===== config.mk =====
export PLATFORM = sky130hd
export DESIGN_NAME = kalman_innov_pipe
export DESIGN_NICKNAME = d
export VERILOG_FILES = /design/src/rtl/kalman_innov_pipe.sv
export SDC_FILE = /design/constraint.sdc
export NUM_CORES = 1
export LEC_CHECK = 0
export CORE_ASPECT_RATIO = 2
export CORE_MARGIN = 8
export CORE_UTILIZATION = 52
export DETAILED_ROUTE_END_ITERATION = 7
export GPL_TIMING_DRIVEN = 0
export PLACE_DENSITY_LB_ADDON = 0.12
export RECOVER_POWER = 50
export SYNTH_ARGS = -nofsm -noshare
export SYNTH_HDL_FRONTEND = slang
export SYNTH_SLANG_ARGS = --single-unit

===== constraint.sdc =====
create_clock -name clk -period 3.39 [get_ports clk]
set_input_delay 0.678 -clock clk [delete_from_list [all_inputs] [get_ports clk]]
set_output_delay 0.678 -clock clk [all_outputs]
set_load 0.02 [all_outputs]

===== src/rtl/kalman_innov_pipe.sv =====
// kalman_innov_pipe: two-stage pipelined innovation adder S = P00 + R[ch].
// The adder works in unsigned fixed point and saturates at full scale.
// Each channel holds its own R value, which can be reprogrammed at run time.
// Valid/ready handshakes are used on both the input and the output side.
// Optional feature macro: KALMAN_INNOV_STATS_EN. It adds sat_clr and
// sat_count, a saturating count of output handshakes that carried s_sat = 1.
module kalman_innov_pipe #(
    parameter int DATA_W    = 23,
    parameter int FRAC_W    = 13,
    parameter int R_W       = 16,
    parameter int NUM_CH    = 1,
    parameter int R_DEFAULT = 250,
    localparam int CH_W     = (NUM_CH > 1) ? $clog2(NUM_CH) : 1
) (
    input  logic              clk,
    input  logic              rst,
`ifdef KALMAN_INNOV_STATS_EN
    input  logic              sat_clr,
    output logic [15:0]       sat_count,
`endif
    input  logic              cfg_we,
    input  logic [CH_W-1:0]   cfg_ch,
    input  logic [R_W-1:0]    cfg_r,
    input  logic              in_valid,
    output logic              in_ready,
    input  logic [CH_W-1:0]   in_ch,
    input  logic [DATA_W-1:0] p00_in,
    output logic              out_valid,
    input  logic              out_ready,
    output logic [CH_W-1:0]   out_ch,
    output logic [DATA_W-1:0] s_out,
    output logic              s_sat
);

    // FRAC_W only fixes where the binary point sits. P00, R and S all share
    // that binary point, so the adder never needs to know its value.
    localparam logic [R_W-1:0] R_RST = R_W'(R_DEFAULT);

    logic [R_W-1:0]    r_q [NUM_CH];
    logic [R_W-1:0]    r_sel_s;
    logic [DATA_W:0]   sum_s;
    logic              adv1_s;
    logic              adv2_s;

    logic              s1_valid_q, s1_valid_d;
    logic [DATA_W-1:0] s1_val_q,   s1_val_d;
    logic              s1_sat_q,   s1_sat_d;
    logic [CH_W-1:0]   s1_ch_q,    s1_ch_d;

    logic              out_valid_q, out_valid_d;
    logic [DATA_W-1:0] s_out_q,     s_out_d;
    logic              s_sat_q,     s_sat_d;
    logic [CH_W-1:0]   out_ch_q,    out_ch_d;

    // Handshake: stage 2 drains when it is empty or when downstream takes the
    // result. Stage 1 takes a new sample when it is empty or when it can pass
    // its current sample on to stage 2.
    assign adv2_s   = s1_valid_q && (!out_valid_q || out_ready);
    assign in_ready = !s1_valid_q || adv2_s;
    assign adv1_s   = in_valid && in_ready;

    // R lookup. Channels outside the register file fall back to the reset value.
    always_comb begin
        r_sel_s = R_RST;
        for (int k = 0; k < NUM_CH; k++) begin
            if (in_ch == CH_W'(k)) begin
                r_sel_s = r_q[k];
            end else begin
                r_sel_s = r_sel_s;
            end
        end
    end

    assign sum_s = {1'b0, p00_in} + {{(DATA_W + 1 - R_W){1'b0}}, r_sel_s};

    // R register file. A write lands at the clock edge, so a sample accepted in
    // the same cycle still sees the old value. Out-of-range channels are ignored.
    always_ff @(posedge clk) begin
        if (rst) begin
            for (int k = 0; k < NUM_CH; k++) begin
                r_q[k] <= R_RST;
            end
        end else if (cfg_we) begin
            for (int k = 0; k < NUM_CH; k++) begin
                if (cfg_ch == CH_W'(k)) begin
                    r_q[k] <= cfg_r;
                end else begin
                    r_q[k] <= r_q[k];
                end
            end
        end else begin
            for (int k = 0; k < NUM_CH; k++) begin
                r_q[k] <= r_q[k];
            end
        end
    end

    // Stage 1 next state: load the saturated sum on accept, or empty the stage
    // when its contents move on to stage 2.
    always_comb begin
        s1_valid_d = s1_valid_q;
        s1_val_d   = s1_val_q;
        s1_sat_d   = s1_sat_q;
        s1_ch_d    = s1_ch_q;
        if (adv1_s) begin
            s1_valid_d = 1'b1;
            s1_ch_d    = in_ch;
            if (sum_s[DATA_W]) begin
                s1_val_d = {DATA_W{1'b1}};
                s1_sat_d = 1'b1;
            end else begin
                s1_val_d = sum_s[DATA_W-1:0];
                s1_sat_d = 1'b0;
            end
        end else if (adv2_s) begin
            s1_valid_d = 1'b0;
        end else begin
            s1_valid_d = s1_valid_q;
        end
    end

    // Stage 2 next state: take stage 1 when it advances. If nothing advances,
    // drop valid once downstream has taken the result. While backpressured,
    // the data fields are held unchanged.
    always_comb begin
        out_valid_d = out_valid_q;
        s_out_d     = s_out_q;
        s_sat_d     = s_sat_q;
        out_ch_d    = out_ch_q;
        if (adv2_s) begin
            out_valid_d = 1'b1;
            s_out_d     = s1_val_q;
            s_sat_d     = s1_sat_q;
            out_ch_d    = s1_ch_q;
        end else if (out_ready) begin
            out_valid_d = 1'b0;
        end else begin
            out_valid_d = out_valid_q;
        end
    end

    // Pipeline registers. Reset empties both stages and drops any in-flight data.
    always_ff @(posedge clk) begin
        if (rst) begin
            s1_valid_q  <= 1'b0;
            s1_val_q    <= {DATA_W{1'b0}};
            s1_sat_q    <= 1'b0;
            s1_ch_q     <= {CH_W{1'b0}};
            out_valid_q <= 1'b0;
            s_out_q     <= {DATA_W{1'b0}};
            s_sat_q     <= 1'b0;
            out_ch_q    <= {CH_W{1'b0}};
        end else begin
            s1_valid_q  <= s1_valid_d;
            s1_val_q    <= s1_val_d;
            s1_sat_q    <= s1_sat_d;
            s1_ch_q     <= s1_ch_d;
            out_valid_q <= out_valid_d;
            s_out_q     <= s_out_d;
            s_sat_q     <= s_sat_d;
            out_ch_q    <= out_ch_d;
        end
    end

    assign out_valid = out_valid_q;
    assign s_out     = s_out_q;
    assign s_sat     = s_sat_q;
    assign out_ch    = out_ch_q;

`ifdef KALMAN_INNOV_STATS_EN
    logic [15:0] sat_count_q;

    // Saturation statistics: count each saturated output handshake once and
    // stop at full scale. A clear wins over a coincident count.
    always_ff @(posedge clk) begin
        if (rst) begin
            sat_count_q <= 16'd0;
        end else if (sat_clr) begin
            sat_count_q <= 16'd0;
        end else if (out_valid_q && out_ready && s_sat_q && (sat_count_q != 16'hFFFF)) begin
            sat_count_q <= sat_count_q + 16'd1;
        end else begin
            sat_count_q <= sat_count_q;
        end
    end

    assign sat_count = sat_count_q;
`endif

endmodule

==> results.sh, run 1 <==
export IMPL_status="finished clean"
export IMPL_powerDensity_nw_per_um2=464
export IMPL_worst_pin_slew_ps=730
export IMPL_dpl_hpwl_mm=7.47
export IMPL_synthFlopType="dfxtp_1"
export IMPL_grt_pass1_wl_mm=15.7
export IMPL_setup_worst_path_start_class="primary input"
export IMPL_rrSetupSlack_ps=850
export IMPL_ir_worst_vdd_mv=0.320
export IMPL_ctsHoldBuffers=0
export IMPL_cts_sinks=68
export IMPL_syn_inst=415
export IMPL_synth_edf_count=16
export IMPL_synth_area_leader_cell="dfxtp_1"
export IMPL_diodes=0
export IMPL_fillers=592
export IMPL_clk_path_buf_depth=2
export IMPL_wire_per_inst_um=15.8
export IMPL_hold_viol_final=0
export IMPL_synthArstFlopShare_pct=0
export IMPL_overflow=0
export IMPL_netlist_area_um2=3690
export IMPL_fin_area_um2=4850
export IMPL_cts_root_buf="clkbuf_16"
export IMPL_cp_required_ps=3630
export IMPL_start_util_pct=53.6
export IMPL_synth_most_common_cell="nand2_1"
export IMPL_yosys_top_cells_area="dfxtp_1, edfxtp_1, nand2_1"
export IMPL_ys_types=60
export IMPL_setup_viol=0
export IMPL_nNetsFinal=562
export IMPL_first_pass_iters=4
export IMPL_grt_pass1_vias=3532
export IMPL_die_w_um=75.6
export IMPL_core_area_um2=6890
export IMPL_drt_initial_drc_count=180
export IMPL_hold_path_class="reg2reg"
export IMPL_syn_nets=479
export IMPL_wirelength_mm=9.34
export IMPL_maxCapViolCount=0
export IMPL_rows=43
export IMPL_criticalPathCategory="in2reg"
export IMPL_dr_total_vias=3300
export IMPL_cts_tree="yes"
export IMPL_maxSlewViolCount=0
export IMPL_clock_latency_ps=330
export IMPL_io_pins=73
export IMPL_drive_gt1_share_pct=12.5
export IMPL_avgSynthCellArea_um2=8.89
export IMPL_clk_pin_slew_ps=50
export IMPL_dieArea_um2=10200
export IMPL_fmax_ghz=0.330
export IMPL_skew_ps=4.46
export IMPL_vias_per_cell=5.57
export IMPL_ant_nets=0
export IMPL_endpoint_kind="flop"
export IMPL_maxSlewHeadroom_pct=51.3
export IMPL_antenna_found_initial=0
export IMPL_netlist_top_cells_count="nand2_1, dfxtp_1, a21oi_1"
export IMPL_yosys_warnings=0
export IMPL_grtUsageTotal_pct=19.9
export IMPL_slowest_delay_ps=410
export IMPL_routabilityCongestion=0.894
export IMPL_cts_made_buffers=9
export IMPL_utilization_pct=70.4
export IMPL_leakage_nw=1.87
export IMPL_min_period_ps=3030
export IMPL_post_dp_cell_area_um2=4500
export IMPL_path_buf_inv=3
export IMPL_drc_errors=0
export IMPL_synth_seq_cells=68
export IMPL_htree_levels=3
export IMPL_syn_to_final_growth_pct=31.4
export IMPL_cp_slowest_cell="ha_1"
export IMPL_rsz0062_at_grt="false"
export IMPL_synth_top_area_share_pct=28.2
export IMPL_cp_top_family="simple AND/OR/NAND/NOR gates"
export IMPL_synth_seq_area_share_pct=41.2
export IMPL_die_h_um=135
export IMPL_worstPathMaxFanout=10
export IMPL_portBuffers=70
export IMPL_cp_arrival_ps=3260
export IMPL_path_cells="dlymetal6s2s_1 > clkbuf_4 > or2_2 > ha_1 > nand3_1 > nor3_2 > o21ai_4 > a311oi_4 > nor2_4 > buf_4 > o311ai_1"
export IMPL_min_period_over_period_pct=89.3
export IMPL_grt_max_degree=17
==> cells by family after synthesis <==
| logic type | synth area share [%] |
|---|---|
| buffers and inverters | 3.29 |
| xor gates and xnor gates | 3.32 |
| and+or+nand+nor | 23.8 |
| AOI/OAI and AO/OA | 22.0 |
| adders and majority gates | 6.31 |
| DFF | 41.2 |
==> tightest hold or removal path, cell delays in order (launching register included) <==
cell,delay [ps]
dfxtp_1,300
nand2_1,50
a21oi_1,50
==> worst paths after layout <==
kind,from,endpoint,cells past startpoint
worst max-delay path,in_ch,s1_val_q[11],11
worst max register to register,r_q[0][12],s1_val_q[11],9
worst min register to register,s_sat,s_sat,2
worst min-delay path,s_sat,s_sat,2
==> power breakdown <==
part           total (mW)  switching (mW)  leakage, nW  internal, mW
clock               0.883           0.329        0.144         0.554
sequential          0.911          0.0231        0.587         0.888
combinational       0.454           0.255         1.13         0.200
total                2.25           0.606         1.87          1.64
==> layout make-up <==
type / instances / area (um^2) / share of cell area (%)
buffer: 20 / 103 / 2.12
clock buffer: 12 / 268 / 5.52
clock inverter: 3 / 17.5 / 0.361
inverter: 6 / 22.5 / 0.464
multi-input combinational: 321 / 2090 / 43.0
sequential: 68 / 1520 / 31.4
tap: 90 / 113 / 2.32
timing repair buffer: 72 / 718 / 14.8
==> through the flow <==
step | cells | total power, mW | hold slack, ps | TNS (ps) | worst slack [ps]
finish | 592 | 2.25 | 448 | 0 | 363
global route | 592 | 2.35 | 457 | 0 | 213
CTS | 592 | 2.26 | 453 | 0 | 3.74
detailed placement | 575 | 1.37 | 447 | -13460 | -697
global placement | 575 | 1.36 | 441 | -11750 | -623
floorplan | 415 | 1.22 | 425 | 0 | 465
==> registers in the layout, summed over array words and instances, names as in the netlist <==
register / count
s1_val_q: 23
s_out: 23
r_q: 16
out_ch: 1
out_valid: 1
s1_ch_q: 1
s1_sat_q: 1
s1_valid_q: 1
s_sat: 1
==> cells in the final DEF, fill, tap and decap left out, drive strengths merged, types with 4 or more instances in the layout <==
cell and n:
clkbuf 27, or3 6, nor2b 14, inv 8
dlygate4sd3 28, or2 7, a211oi 17, nand2 75
and2 12, o21ai 10, a21oi 48, clkdlybuf4s50 41
nor3 8, dfxtp 52, nand2b 5, buf 7
nor2 40, xnor2 10, nand3 8, xor2 4
ha 17, edfxtp 16
==> layer usage <==
layer  vias to the layer above  track usage [%]  wire length [um]
li1                       1622                -                 -
met1                      1548             18.2              3150
met2                        99             37.0              5290
met3                        31             3.93               478
met4                         0             12.8               416
met5                         -                0                 0
==> repair_timing <==
action / CTS / global route
setup endpoints to repair: 24 / 23
resized for setup: 4 / 6
pin swaps: 2 / 2
buffers inserted: 2 / 0
(Power assumes the default switching activity.)
==> run 2: changes to the inputs <==
--- a/config.mk
+++ b/config.mk
@@ -5,7 +5,7 @@
 export SDC_FILE = /design/constraint.sdc
 export NUM_CORES = 1
 export LEC_CHECK = 0
-export CORE_ASPECT_RATIO = 2
+export CORE_ASPECT_RATIO = 1.25
 export CORE_MARGIN = 8
 export CORE_UTILIZATION = 52
 export DETAILED_ROUTE_END_ITERATION = 7
==> constraint.sdc (replaced) <==
create_clock -name clk -period 3.39 [get_ports clk]
set_input_delay 0.8475 -clock clk [delete_from_list [all_inputs] [get_ports clk]]
set_output_delay 0.8475 -clock clk [all_outputs]
set_load 0.02 [all_outputs]
==> run 2 against run 1 <==
Power shrank 12%. Clock power shrank 29%. First-iteration DRC count shrank 18%. Sequential share of layout area grew 0.72 points. Core utilization shrank 2.1 points.
==> results.sh, run 2 (synthesis gave the netlist of run 1 again) <==
export IMPL_ff2ff_path_depth=9
export IMPL_ctsHoldBuffers=0
export IMPL_drive_gt1_share_pct=12.7
export IMPL_first_pass_iters=7
export IMPL_grtUsageTotal_pct=18.0
export IMPL_endpoint_kind="flop"
export IMPL_hold_path_class="reg2reg"
export IMPL_antenna_found_initial=0
export IMPL_cp_required_ps=3600
export IMPL_clk_pin_slew_ps=80
export IMPL_wirelength_mm=8.74
export IMPL_ir_worst_vdd_mv=0.277
export IMPL_p_sw_share_pct=30.7
export IMPL_r2r_start="r_q[0][8]"
export IMPL_portBuffers=70
export IMPL_setup_viol=0
export IMPL_worstPathMaxFanout=10
export IMPL_cts_root_buf="clkbuf_8"
export IMPL_dpl_hpwl_mm=6.84
export IMPL_final_common_cell="nand2_1"
export IMPL_powerDensity_nw_per_um2=419
export IMPL_grt_max_degree=17
export IMPL_switchingPower_uw=608
export IMPL_dieArea_um2=10100
export IMPL_setup_worst_path_start_class="primary input"
export IMPL_grt_pass1_wl_mm=14.7
export IMPL_holdCritStartpoint="s1_ch_q"
export IMPL_min_period_over_period_pct=95.6
export IMPL_wire_per_inst_um=14.7
export IMPL_skew_ps=11.9
export IMPL_comb_power_share_pct=22.4
export IMPL_diodes=0
export IMPL_min_to="out_ch"
export IMPL_status="finished clean"
export IMPL_rows=34
export IMPL_core_area_um2=6930
export IMPL_io_pins=73
export IMPL_maxSlewViolCount=0
export IMPL_seqPwrFrac_pct=45.9
export IMPL_die_w_um=91.3
export IMPL_placedCellCount=575
export IMPL_nNetsFinal=563
export IMPL_syn_to_final_growth_pct=28.5
export IMPL_cp_arrival_ps=3450
export IMPL_p_int_mw=1.38
export IMPL_utilization_pct=68.4
export IMPL_start_util_pct=53.2
export IMPL_vias_per_cell=5.35
export IMPL_fmax_ghz=0.309
export IMPL_drt_initial_drc_count=148
export IMPL_die_h_um=110
export IMPL_mostFrequentLayoutCells="nand2_1, dfxtp_1, a21oi_1"
export IMPL_p_clk_share_pct=31.7
export IMPL_cts_tree="yes"
export IMPL_overflow=0
export IMPL_grt_pass1_vias=3167
export IMPL_leakage_nw=1.81
export IMPL_rrSetupSlack_ps=890
export IMPL_routabilityCongestion=0.840
export IMPL_cts_made_buffers=9
export IMPL_hold_viol_final=0
export IMPL_rsz0062_at_grt="false"
export IMPL_min_period_ps=3240
export IMPL_cts_sinks=68
export IMPL_criticalPathCategory="in2reg"
export IMPL_ant_nets=0
export IMPL_maxCapViolCount=0
export IMPL_clock_latency_ps=360
export IMPL_hold_depth=2
export IMPL_clk_path_buf_depth=2
export IMPL_r2r_end="s1_val_q[12]"
export IMPL_worst_pin_slew_ps=697
export IMPL_drc_errors=0
export IMPL_final_instance_count_excl_fill=594
export IMPL_maxSlewHeadroom_pct=53.6
export IMPL_dr_total_vias=3179
export IMPL_htree_levels=3
==> run 2: cell count changes in the layout (fill, tap and decap cells not counted), sizes merged <==
cell	before	now
buf	7	8
clkbuf	27	25
clkinv	1	0
clkinvlp	0	2
dlygate4sd2	0	1
dlymetal6s2s	1	0
inv	8	10
==> run 2: stage by stage <==
step / TNS (ps) / setup WS, ps / hold WS [ps] / instance area, um^2 / total power, mW
2_1_floorplan: 0 / 295 / 425 / 3690 / 1.22
3_3_place_gp: -15760 / -783 / 442 / 4500 / 1.36
3_5_place_dp: -17000 / -835 / 447 / 4500 / 1.36
4_1_cts: 0 / 173 / 448 / 4740 / 1.99
5_1_grt: 0 / 35.7 / 463 / 4740 / 2.08
6_report: 0 / 151 / 448 / 4740 / 1.98
==> run 2: per-layer routing <==
metal	vias to the layer above	share of wire, %	track usage, %	wire length (um)
met3	13	5.7	4.81	502
met1	1459	43	20.2	3750
met4	0	1.4	7.85	124
li1	1625	-	-	-
met2	82	50	31.7	4360
met5	-	0	0	0
==> run 2: final cells by class <==
class                           instances  area [um^2]
Clock inverter                          6         45.0
Fill cell                             566         2190
Multi-Input combinational cell        321         2080
Tap cell                               90          113
Timing Repair Buffer                   73          722
Sequential cell                        68         1520
Inverter                                6         22.5
Buffer                                 20          103
Clock buffer                           10          138
==> run 2: power by group through the flow <==
| stage | registers (mW) | clock network [mW] | logic [mW] |
|---|---|---|---|
| final | 0.911 | 0.629 | 0.444 |
| after global routing | 0.917 | 0.673 | 0.487 |
| after CTS | 0.911 | 0.633 | 0.449 |
| after detailed placement | 0.930 | 0 | 0.434 |
| after global placement | 0.928 | 0 | 0.431 |
| after floorplan | 0.936 | 0 | 0.279 |
==> run 2: how the worst max path moves through the flow <==
| stage | from | endpoint | slack (ps) |
|---|---|---|---|
| final | in_ch | s1_val_q[12] | 150 |
| after floorplan | in_ch | s1_val_q[10] | 300 |
| after CTS | in_ch | s1_val_q[12] | 170 |
| after global routing | in_ch | s1_val_q[11] | 40 |
| after global placement | in_ch | s1_val_q[20] | -780 |
| after detailed placement | in_ch | s1_val_q[13] | -840 |
==> run 2: critical path, stage by stage <==
cell,delay [ps]
dlygate4sd2_1,320
clkbuf_4,240
or2_2,320
ha_1,330
a21oi_4,240
o21bai_4,90
a221oi_4,400
a311oi_4,200
nor2_4,190
buf_6,190
a211oi_2,80
==> run 2: what timing repair did <==
action                                  CTS  global route
endpoints found under the setup margin   24             0
gates resized for setup                   8             0
setup buffers                             3             0
